File: src/rtl/ex_div_pkg.sv
// Shared definitions for the EX-stage divider.
// State encodings and handshake levels.
package ex_div_pkg;

    localparam logic RstEnable = 1'b1;
    localparam logic LogiTrue  = 1'b1;

    localparam logic DivResultReady    = 1'b1;
    localparam logic DivResultNotReady = 1'b0;

    localparam logic DivStart = 1'b1;
    localparam logic DivStop  = 1'b0;

    typedef enum logic [1:0] {
        DivFree   = 2'b00,
        DivByZero = 2'b01,
        DivOn     = 2'b10,
        DivEnd    = 2'b11
    } div_state_e;

endpackage

File: src/rtl/ex_div.sv
// Radix-2 restoring divider for DIV/DIVU in EX.
// Holds the pipeline via stallreq_o until {HI, LO} is ready.
module ex_div
    import ex_div_pkg::*;
#(
    parameter int WIDTH = 32
) (
    input  logic               clk,
    input  logic               rst,
    input  logic               signed_div_i,
    input  logic [WIDTH-1:0]   opdata1_i,
    input  logic [WIDTH-1:0]   opdata2_i,
    input  logic               start_i,
    input  logic               annul_i,
    output logic [2*WIDTH-1:0] result_o,
    output logic               ready_o,
    output logic               stallreq_o
);

    localparam int CW = $clog2(WIDTH);
    localparam logic [CW-1:0] LastIter = CW'(WIDTH - 1);

    div_state_e       state;
    logic [CW-1:0]    cnt;
    logic [WIDTH-1:0] r;
    logic [WIDTH-1:0] q;
    logic [WIDTH-1:0] dabs;
    logic             neg_q;
    logic             neg_r;

    logic [WIDTH:0]   t;
    logic [WIDTH-1:0] r_nx;
    logic [WIDTH-1:0] q_nx;
    logic [WIDTH-1:0] r_fix;
    logic [WIDTH-1:0] q_fix;
    logic [WIDTH-1:0] a_abs;
    logic [WIDTH-1:0] d_abs;
    logic             go;

    // One restoring step plus operand magnitudes and sign fix-up.
    always_comb begin
        t     = {r, q[WIDTH-1]} - {1'b0, dabs};
        r_nx  = t[WIDTH] ? {r[WIDTH-2:0], q[WIDTH-1]} : t[WIDTH-1:0];
        q_nx  = {q[WIDTH-2:0], ~t[WIDTH]};
        q_fix = neg_q ? -q_nx : q_nx;
        r_fix = neg_r ? -r_nx : r_nx;
        a_abs = (signed_div_i && opdata1_i[WIDTH-1]) ? -opdata1_i : opdata1_i;
        d_abs = (signed_div_i && opdata2_i[WIDTH-1]) ? -opdata2_i : opdata2_i;
        go    = (start_i == DivStart) && (annul_i != LogiTrue);
    end

    // Stall while a divide sits in EX without a result, unless it is flushed.
    assign stallreq_o = (start_i == DivStart) && (ready_o == DivResultNotReady)
                        && (annul_i != LogiTrue);

    // Divider FSM and datapath; outputs are registered.
    always_ff @(posedge clk) begin
        if (rst == RstEnable) begin
            state    <= DivFree;
            cnt      <= '0;
            r        <= '0;
            q        <= '0;
            dabs     <= '0;
            neg_q    <= 1'b0;
            neg_r    <= 1'b0;
            result_o <= '0;
            ready_o  <= DivResultNotReady;
        end else begin
            unique case (state)
                DivFree: begin
                    if (go && opdata2_i == '0) begin
                        state <= DivByZero;
                    end else if (go) begin
                        state <= DivOn;
                        cnt   <= '0;
                        r     <= '0;
                        q     <= a_abs;
                        dabs  <= d_abs;
                        neg_q <= signed_div_i && (opdata1_i[WIDTH-1] ^ opdata2_i[WIDTH-1]);
                        neg_r <= signed_div_i && opdata1_i[WIDTH-1];
                    end
                end
                DivByZero: begin
                    if (annul_i == LogiTrue) begin
                        state <= DivFree;
                    end else begin
                        state    <= DivEnd;
                        result_o <= '0;
                        ready_o  <= DivResultReady;
                    end
                end
                DivOn: begin
                    if (annul_i == LogiTrue) begin
                        state <= DivFree;
                        cnt   <= '0;
                    end else begin
                        r   <= r_nx;
                        q   <= q_nx;
                        cnt <= cnt + 1'b1;
                        if (cnt == LastIter) begin
                            state    <= DivEnd;
                            result_o <= {r_fix, q_fix};
                            ready_o  <= DivResultReady;
                        end
                    end
                end
                DivEnd: begin
                    if (start_i == DivStop) begin
                        state    <= DivFree;
                        result_o <= '0;
                        ready_o  <= DivResultNotReady;
                    end
                end
                default: state <= DivFree;
            endcase
        end
    end

endmodule

File: config.mk
export PLATFORM = sky130hd
export DESIGN_NAME = ex_div
export DESIGN_NICKNAME = d
export VERILOG_FILES = /design/src/rtl/ex_div_pkg.sv /design/src/rtl/ex_div.sv
export SDC_FILE = /design/constraint.sdc
export NUM_CORES = 1
export LEC_CHECK = 0
export ABC_AREA = 1
export CAP_MARGIN = 30
export CORE_UTILIZATION = 30
export CTS_BUF_LIST = sky130_fd_sc_hd__clkbuf_2
export CTS_CLUSTER_SIZE = 10
export DETAILED_ROUTE_END_ITERATION = 8
export SYNTH_ARGS = -nofsm -noshare
export SYNTH_HDL_FRONTEND = slang
export SYNTH_SLANG_ARGS = --single-unit
export TNS_END_PERCENT = 100
File: constraint.sdc
create_clock -name clk -period 12.1 [get_ports clk]
set_clock_uncertainty 0.1 [all_clocks]
set_input_delay 2.42 -clock clk [delete_from_list [all_inputs] [get_ports clk]]
set_output_delay 2.42 -clock clk [all_outputs]
set_load 0.02 [all_outputs]
After elaboration in Yosys (flattened, before gate mapping)
Index checks and enable logic that the tools add are counted.
{"block": "totals", "ff_bits": 170, "inputBits": 69, "output_inout_bits": 66, "wordCells": 82}
{"block": "classes", "add_sub_neg": 6, "eq_ne": 12, "n_mux": 34, "bitwise": 5, "reduce_logical": 16}
{"cell": "two-way mux 32 bit", "n": 11}
{"cell": "two-way mux 64 bit", "n": 4}
{"cell": "one-hot mux 64 bit (3 select lines)", "n": 1}
{"cell": "negator 32 bit", "n": 4}
{"cell": "one-hot mux 32 bit (2 select lines)", "n": 2}
{"cell": "subtractor 33 x 32 -> 33 bit", "n": 1}
{"cell": "zero test 32 bit", "n": 1}
{"cell": "two-way mux 5 bit", "n": 3}
{"cell": "two-way mux 2 bit", "n": 6}
{"cell": "inequality test 2 bit, second input constant", "n": 6}
{"cell": "one-hot mux 5 bit (2 select lines)", "n": 1}
{"cell": "AND reduction 3 bit", "n": 3}
{"cell": "one-hot mux 2 bit (4 select lines)", "n": 1}
{"cell": "logical AND 1 bit", "n": 7}
{"cell": "inequality test 3 bit, second input constant", "n": 2}
{"cell": "adder 5 x 1 -> 5 bit, second input constant", "n": 1}
{"cell": "equality test 5 bit, second input constant", "n": 1}
{"cell": "AND reduction 5 bit", "n": 1}
{"cell": "equality test 2 bit, second input constant", "n": 2}
{"cell": "two-way mux 1 bit", "n": 4}
{"cell": "NOT 1 bit", "n": 4}
{"cell": "AND reduction 4 bit", "n": 1}
{"cell": "one-hot mux 1 bit (3 select lines)", "n": 1}
{"cell": "nonzero test 3 bit", "n": 1}
{"cell": "4 further kinds", "n": 4}

Depth between registers and ports, before layout
Gate-level depths: netlist (run 1).
{"block": "logic_depth", "ltp_word": 7, "depth_mapped": 29, "mapped_depth_nobuf": 28}

Worst setup path before layout (run 1)
Ideal clock, no wire load.
{"block": "synth_path", "path_kind": "in2out", "startpoint": "input annul_i", "endpoint": "output stallreq_o", "t_arrival_ns": 2.878, "required_ns": 9.580, "slack_ns": 6.702, "cell_stages": 3, "path_buffers": 0, "cell_sequence": "inv_1 -> nand2_1 -> nor2_1"}
{"block": "synth_via", "elab_chain_cells": 2}
{"item": "from (decl)", "line": "ex_div.sv:14", "text": "input logic annul_i,"}
{"item": "NOT 1 bit", "line": "ex_div.sv:54", "text": "&& (annul_i != LogiTrue);"}
{"item": "logical AND 1 bit", "line": "ex_div.sv:54"}
{"item": "to (decl)", "line": "ex_div.sv:17", "text": "output logic stallreq_o"}
Every way passes these cells.

Final worst setup path (run 1)
{"block": "layout_path", "startpoint": "input opdata2_i[1]", "endpoint": "register q[20]"}
{"block": "layout_via", "elab_chain_cells": 4}
{"item": "from (decl)", "line": "ex_div.sv:12", "text": "input logic [WIDTH-1:0] opdata2_i,"}
{"item": "zero test 32 bit", "line": "ex_div.sv:71", "text": "if (go && opdata2_i == '0) begin"}
{"item": "logical AND 1 bit", "line": "ex_div.sv:71"}
{"item": "inequality test 2 bit (no line)"}
{"item": "AND reduction 4 bit (no line)"}
{"item": "to (signal assigned)", "line": "ex_div.sv:77", "text": "q <= a_abs;"}
{"item": "to (signal assigned)", "line": "ex_div.sv:98", "text": "q <= q_nx;"}
{"item": "to (decl)", "line": "ex_div.sv:26", "text": "logic [WIDTH-1:0] q;"}
Every way passes these cells.
A chain may end at the register's enable or synchronous reset.

==> flow_summary.ini, run 1 <==
[run_status]
status = complete, no violations

[yosys]
ys_types = 53
yosys_warnings = 0
synthCells = 2094
synthFlopType = dfxtp_1
synth-async-reset-ratio_pct = 0
ys_ff_latch = 170
syn-num-nets = 2207
ys_seq_area_share_pct = 26.7
syn-cell-area_um2 = 12800
postSynthAreaPerCell_um2 = 6.09
synth_edf_count = 0

[finish]
layout-drive-gt1-share_pct = 6.29
multi_input_area_um2 = 7970
utilization_pct = 35.1
nets = 2293
seq_area_um2 = 3400
area_growth_pct = 15.6
fillers = 4580

[die]
io_pins = 135
die_area_um2 = 43300
core_area_um2 = 41900
start_util_pct = 30.4
core.rowCount = 75
die-height_um = 208
dieWidth_um = 208

[clock_tree]
cts.sinks = 170
cts_root_buffer = clkbuf_2
clock_latency_ps = 850
cts_tree = built
cts-resized-gates = 0
clock_path_buffers = 2
post_cts_buffers = 0
cts.htree.levels = 4
cts-hold-fix-buffers = 0
clk_pin_slew_ps = 250
numCtsBuffers = 17

[pwr]
sw_frac_of_total_pct = 51.9
p_switching_uw = 1250
leakage_uw = 0.00684
comb_power_share_pct = 56.5
p_int_uw = 1160
powerDensity_nw_per_um2 = 164
p_clk_share_pct = 13.3
power_uw = 2420
seqPwrFrac_pct = 30.1
peakVddDrop_uv = 80.7

[critical_path]
endpoint_kind = flip-flop
critical_path_class = in -> reg
rr_startpoint = q[31]
cp-start-kind = input pin
crit_start = opdata2_i[1]
cp.arrival_ps = 7410
r2r_cells = 27
worst-path-max-fanout = 54
cp.required_ps = 12710

[detailed_routing]
dr.pass1.iters = 6
dr_total_vias = 13300
via_per_inst = 4.87
wl_per_cell_um = 15.3
drtIter0Drc = 1063
drt_wl_total_um = 41800
postRouteAntennaNets = 0
route.detailed.drc = 0

[global_routing]
antenna_found_initial = 1
grt_pass1_wl_um = 66600
grt_remaining_overflow = 0
grt_max_degree = 81
grt_pass1_vias = 12400
track_usage_pct = 19.3

[sta]
rsz0062_at_grt = false
hold-worst-slack_ps = 382
final_hold_viol_count = 0
tns_ps = 0
setup_slack_ps = 5300
slew_violations = 0
relSlewSlack_pct = 31.2
finalSetupViolCount = 0
worstMarginPinSlew_ps = 1030
timing.fmax_mhz = 147
min_period_over_period_pct = 56.2
finalCriticalPeriod_ps = 6800

[worst_hold_path]
worstHoldPathCells = 2
min-delay-start = result_o[12]
hp-class = reg -> reg

[placed_design]
port_buffers = 134
place_ws_ps = 4460
routabilityCongestion = 0.950
dp_hpwl_um = 33100

[flow_run]
max_cap_violations = 0
metal layers:
layer	GRT usage, %	part of all wire, %
met1	26.8	48
met2	30.9	45
met3	2.60	4.9
met4	6.03	2.2
met5	0	0
worst paths after layout:
path                                endpoint  slack (ps)
worst max-delay path                   q[20]        5300
worst min-delay path            result_o[12]         380
worst max register to register  result_o[28]        7060
worst min register to register  result_o[12]         380
power by group through the flow:
stage	clock network, uW	logic (uW)	registers (uW)
2_1_floorplan	0	996	727
6_report	322	1370	728
4_1_cts	331	1350	725
3_3_place_gp	0	1330	733
3_5_place_dp	0	1350	736
5_1_grt	355	1540	739
cell usage after synthesis (8+ instances only):
cell      number  area, um2
nand2_1      625       2350
inv_1        259        972
a21oi_1      206       1030
dfxtp_1      170       3400
nor2_1       167        627
nand3_1      130        651
o21ai_0      125        626
clkbuf_1      56        210
xor2_1        47        412
ha_1          43        538
nand2_2       30        188
xnor2_1       23        201
nor3_1        21        105
nand4_1       20        125
a211oi_1      15        113
inv_2         14       52.6
nand3b_1      13       97.6
nor4_1        12       75.1
nor2_2        11       68.8
a31oi_1        8       50.1
o21ai_1        8       40.0
or2_2          8       50.1
worst max-delay path, cell delays in order:
cell and delay, ps:
clkdlybuf4s50_1 500, inv_1 50, ha_1 180, nor3b_2 160, nand2_1 130, nor3_2 70
nand2_1 110, nor2_1 70, nand4_1 90, nor2_1 70, nand2_1 110, nand2_1 110
nor2_4 740, clkinv_2 460, nand2_1 250, inv_2 100, nor2_4 780, inv_2 610
o21ai_0 310, a21oi_1 60
sequential cells by signal, indices dropped and copies added, names as in the netlist:
signal / count
neg_q: 1
result_o: 64
neg_r: 1
r: 32
cnt: 5
state: 2
q: 32
ready_o: 1
dabs: 32
logic make-up (layout without fill, tap and decap cells):
| kind of cell | count (synthesis) | in the layout | synth area share [%] |
|---|---|---|---|
| simple gates | 1070 | 1070 | 36.8 |
| compound gates | 389 | 389 | 16.4 |
| buf+inv | 351 | 450 | 10.9 |
| flops | 170 | 170 | 26.7 |
| xor+xnor | 70 | 70 | 4.81 |
| fa+ha+maj | 44 | 44 | 4.38 |
| other cells | 0 | 1 | 0 |
layout by cell type (no fill, tap or decap), types with 10 or more instances in the layout:
master / Yosys / layout
a211oi_1: 15 / 15
xor2_1: 47 / 47
ha_1: 43 / 43
nand2_2: 30 / 30
nand3b_1: 13 / 13
nand4_1: 20 / 20
nor2_1: 167 / 166
inv_2: 14 / 14
xnor2_1: 23 / 23
clkdlybuf4s50_1: 0 / 133
nand2_1: 625 / 625
nor4_1: 12 / 12
nor3_1: 21 / 21
nor2_2: 11 / 10
nand3_1: 130 / 130
dfxtp_1: 170 / 170
inv_1: 259 / 259
o21ai_0: 125 / 125
a21oi_1: 206 / 206
clkbuf_2: 0 / 18
per-stage QoR:
step	cell area, um2	cells
2_1_floorplan	12800	2094
3_3_place_gp	14500	2699
3_5_place_dp	14500	2700
4_1_cts	14700	2732
5_1_grt	14700	2733
6_report	14700	2733
area by class of cell:
class,count,area share [%]
clock inverters,14,1.09
well taps,539,4.57
clock buffers,18,0.611
flip-flops and latches,170,23.1
diodes,1,0.0170
multi-input cells,1573,54.0
repair buffers,142,9.57
inverters,276,7.03
Note: power is estimated with default switching activity, not from simulation.
==> run 2: changes to the inputs <==
clock period = 6.7 ns   (was 12.1 ns; I/O delays follow)
==> flow_summary.ini, run 2 (synthesis gave the netlist of run 1 again) <==
[sta]
rsz0062_at_grt = false
tns_ps = 0
min_period_over_period_pct = 74.6
slew_violations = 0
finalSetupViolCount = 0
worstMarginPinSlew_ps = 975
finalCriticalPeriod_ps = 5000
timing.fmax_mhz = 200
relSlewSlack_pct = 34.9
final_hold_viol_count = 0

[die]
start_util_pct = 30.4
dieWidth_um = 208
die-height_um = 208
core.rowCount = 75
io_pins = 135
core_area_um2 = 41900
die_area_um2 = 43300

[critical_path]
endpoint_kind = flip-flop
rr_endpoint = result_o[28]
cp.required_ps = 7370
crit_start = q[31]
crit_path_end = result_o[28]
cp.arrival_ps = 5670
worst-path-max-fanout = 26
critical_path_class = reg -> reg
rrSetupSlack_ps = 1700
rr_startpoint = q[31]
cp-start-kind = flip-flop
r2r_cells = 27

[pwr]
comb_power_share_pct = 56.2
p_switching_uw = 2230
leakage_uw = 0.00684
sw_frac_of_total_pct = 51.2
peakVddDrop_uv = 156
seqPwrFrac_pct = 30.3
p_clk_share_pct = 13.5
p_int_uw = 2120
power_uw = 4350
powerDensity_nw_per_um2 = 295

[clock_tree]
post_cts_buffers = 0
cts_tree = built
clock_path_buffers = 2
cts_root_buffer = clkbuf_2
clk_pin_slew_ps = 260
cts.sinks = 170
cts-resized-gates = 0
cts.htree.levels = 4
numCtsBuffers = 17
clock_latency_ps = 870
cts-hold-fix-buffers = 0

[detailed_routing]
route.detailed.drc = 0
dr_total_vias = 13300
drt_wl_total_um = 41800
dr.pass1.iters = 5
wl_per_cell_um = 15.3
drtIter0Drc = 1135
via_per_inst = 4.87
postRouteAntennaNets = 0

[finish]
largest_register_ffs = 64
top_register = result_o
layout-drive-gt1-share_pct = 6.29
utilization_pct = 35.1
seq_area_um2 = 3400
final_cell_area_um2 = 14700
mostFrequentLayoutCells = nand2_1 (625), inv_1 (259), a21oi_1 (206)
multi_input_area_um2 = 7970
fillers = 4560
nets = 2293
final_common_cell = nand2_1
area_growth_pct = 15.6

[placed_design]
port_buffers = 134
dp_hpwl_um = 33300
routabilityCongestion = 0.927
dpl_cell_area_um2 = 14500

[worst_hold_path]
hp-class = reg -> reg

[global_routing]
grt_remaining_overflow = 0
grt_pass1_wl_um = 66600
grt_max_degree = 65
antenna_found_initial = 2
grt_pass1_vias = 12300
track_usage_pct = 19.3

[run_status]
status = complete, no violations

[flow_run]
max_cap_violations = 0
[run 2: worst min-delay path by stage]
stage	start	end	slack [ps]	cells past startpoint
after CTS	result_o[28]	result_o[28]	380	2
after detailed placement	result_o[28]	result_o[28]	350	2
after global routing	result_o[43]	result_o[43]	400	2
after global placement	result_o[50]	result_o[50]	350	2
after floorplan	dabs[11]	dabs[11]	330	2
final	result_o[12]	result_o[12]	380	2
[run 2: per-stage QoR]
step,hold slack (ps),setup WS [ps],cells
6_report,379,1700,2736
5_1_grt,398,1160,2736
4_1_cts,380,1710,2732
3_5_place_dp,355,1140,2700
3_3_place_gp,353,1250,2700
2_1_floorplan,330,2740,2094
[run 2: worst max-delay path: stages, from the launching register on]
cell and delay (ps):
dfxtp_1 380, inv_1 110, ha_1 150, inv_1 60, fa_1 410, nand2_1 80
nand2_1 90, nand3_1 90, nand2_1 110, nand2_1 100, nand2_2 90, nand2_4 110
nand3_2 210, nand2_4 350, ha_1 240, nand3_1 110, nor3_1 260, nand3_1 140
nor3_1 310, nand3_1 160, nand2_1 130, o21ai_1 130, nor2_1 200, o21ai_1 190
a21oi_1 210, o21ai_0 100, a21o_1 200, a21oi_1 110
[run 2: final cells by class]
class / count / share of cell area (%)
clock buffers: 18 / 0.611
well taps: 539 / 4.58
flip-flops and latches: 170 / 23.1
multi-input cells: 1573 / 54.0
repair buffers: 142 / 9.49
clock inverters: 14 / 1.09
inverters: 276 / 7.04
diodes: 4 / 0.0679
[run 2: metal layers]
metal | vias to the layer above | track usage (%) | part of all wire (%)
met4 | 0 | 5.90 | 2.3
li1 | 6894 | - | -
met2 | 301 | 30.8 | 44
met5 | - | 0 | 0
met3 | 49 | 2.58 | 4.5
met1 | 6076 | 26.9 | 49
[run 2: power by group through the flow]
stage / registers (uW) / clock network (uW) / logic, uW
floorplan: 1310 / 0 / 1800
global placement: 1330 / 0 / 2400
detailed placement: 1340 / 0 / 2420
CTS: 1320 / 603 / 2440
global route: 1340 / 647 / 2770
finish: 1320 / 586 / 2450
==> run 3: changes to the inputs <==
clock period = 4.4 ns   (was 6.7 ns; I/O delays follow)
==> flow_summary.ini, run 3 (synthesis gave the netlist of run 1 again) <==
[detailed_routing]
dr_total_vias = 13500
postRouteAntennaNets = 0
drtIter0Drc = 1001
route.detailed.drc = 0
dr.pass1.iters = 6
wl_per_cell_um = 16.0
drt_wl_total_um = 44000
via_per_inst = 4.92

[critical_path]
cp-start-kind = flip-flop
path_buf_inv = 2
cp.required_ps = 5010
max_stage_delay_ps = 370
cp.arrival_ps = 4690
endpoint_kind = flip-flop
cp_slowest_cell = dfxtp_2
worst-path-max-fanout = 8
critical_path_class = reg -> reg
cp_top_family = simple AND/OR/NAND/NOR gates

[global_routing]
grt_remaining_overflow = 0
antenna_found_initial = 2
grt_max_degree = 64
track_usage_pct = 20.3
grt_pass1_wl_um = 69800
grt_pass1_vias = 12600

[placed_design]
routabilityCongestion = 0.948
port_buffers = 134
place_ws_ps = 154
dp_hpwl_um = 35000

[sta]
relSlewSlack_pct = 46.1
finalCriticalPeriod_ps = 4090
finalSetupViolCount = 0
worstMarginPinSlew_ps = 799
setup_slack_ps = 315
slew_violations = 0
tns_ps = 0
rsz0062_at_grt = false
timing.fmax_mhz = 245
final_hold_viol_count = 0
min_period_over_period_pct = 92.8

[die]
start_util_pct = 30.4
dieWidth_um = 208
core.rowCount = 75
die_area_um2 = 43300
core_area_um2 = 41900
io_pins = 135
die-height_um = 208

[clock_tree]
cts.htree.levels = 4
clock_latency_ps = 890
cts_tree = built
clk_pin_slew_ps = 220
clock_path_buffers = 2
cts_root_buffer = clkbuf_2
numCtsBuffers = 17
cts.sinks = 170

[finish]
area_growth_pct = 17.2
utilization_pct = 35.6
top_register = result_o
nets = 2311
largest_register_ffs = 64
mostFrequentLayoutCells = nand2_1 (623), inv_1 (259), a21oi_1 (203)
layout-drive-gt1-share_pct = 7.42
final_common_cell = nand2_1

[run_status]
status = complete, no violations

[worst_hold_path]
hp-class = reg -> reg

[pwr]
leakage_uw = 0.00693
peakVddDrop_uv = 367
power_uw = 6920
powerDensity_nw_per_um2 = 463

[flow_run]
max_cap_violations = 0
[run 3: per-layer routing]
metal  vias up  global-route usage (%)  wire (um)
li1       6922                       -          -
met2       339                    32.0      19400
met5         -                       0         13
met1      6201                    28.7      21600
met3        48                    2.97       2010
met4         2                    5.75        885
[run 3: per-stage QoR]
| stage | hold slack (ps) | cells | instance area, um2 |
|---|---|---|---|
| 2_1_floorplan | 330 | 2094 | 12800 |
| 3_3_place_gp | 349 | 2715 | 14600 |
| 3_5_place_dp | 356 | 2715 | 14600 |
| 4_1_cts | 369 | 2745 | 14900 |
| 5_1_grt | 398 | 2749 | 15000 |
| 6_report | 380 | 2749 | 15000 |
[run 3: path summary, 6_finish.rpt]
check,startpoint,to,slack (ps),cells after the start
worst max-delay path,q[31],result_o[26],310,28
worst min-delay path,result_o[59],result_o[59],380,2
worst max register to register,q[31],result_o[26],310,28
worst min register to register,result_o[59],result_o[59],380,2
[run 3: repair_timing]
item | in CTS | in global routing
resized for setup | 0 | 13
hold buffers | 0 | 0
setup buffers | 0 | 3
setup endpoints to repair | 0 | 5
[run 3: where the power goes]
part	switching [uW]	internal, uW
Combinational	2680	1270
Sequential	225	1780
Clock	605	364
[run 3: worst reg2reg max path: cells and delay by family, from the launching register on]
kind,cells,cell delay [ps]
AO/OA/AOI/OAI,6,630
buffers and inverters,2,150
AND/OR/NAND/NOR,17,2170
adder cells (fa/ha/maj),3,570
flip-flops,1,370
[run 3: layout make-up]
class	instances	area [um2]
clock inverter	13	178
tap	539	674
timing repair buffer	160	1560
multi-input combinational	1573	8010
antenna	1	2.50
clock buffer	17	85.1
fill	4582	27000
sequential	170	3400
inverter	276	1040
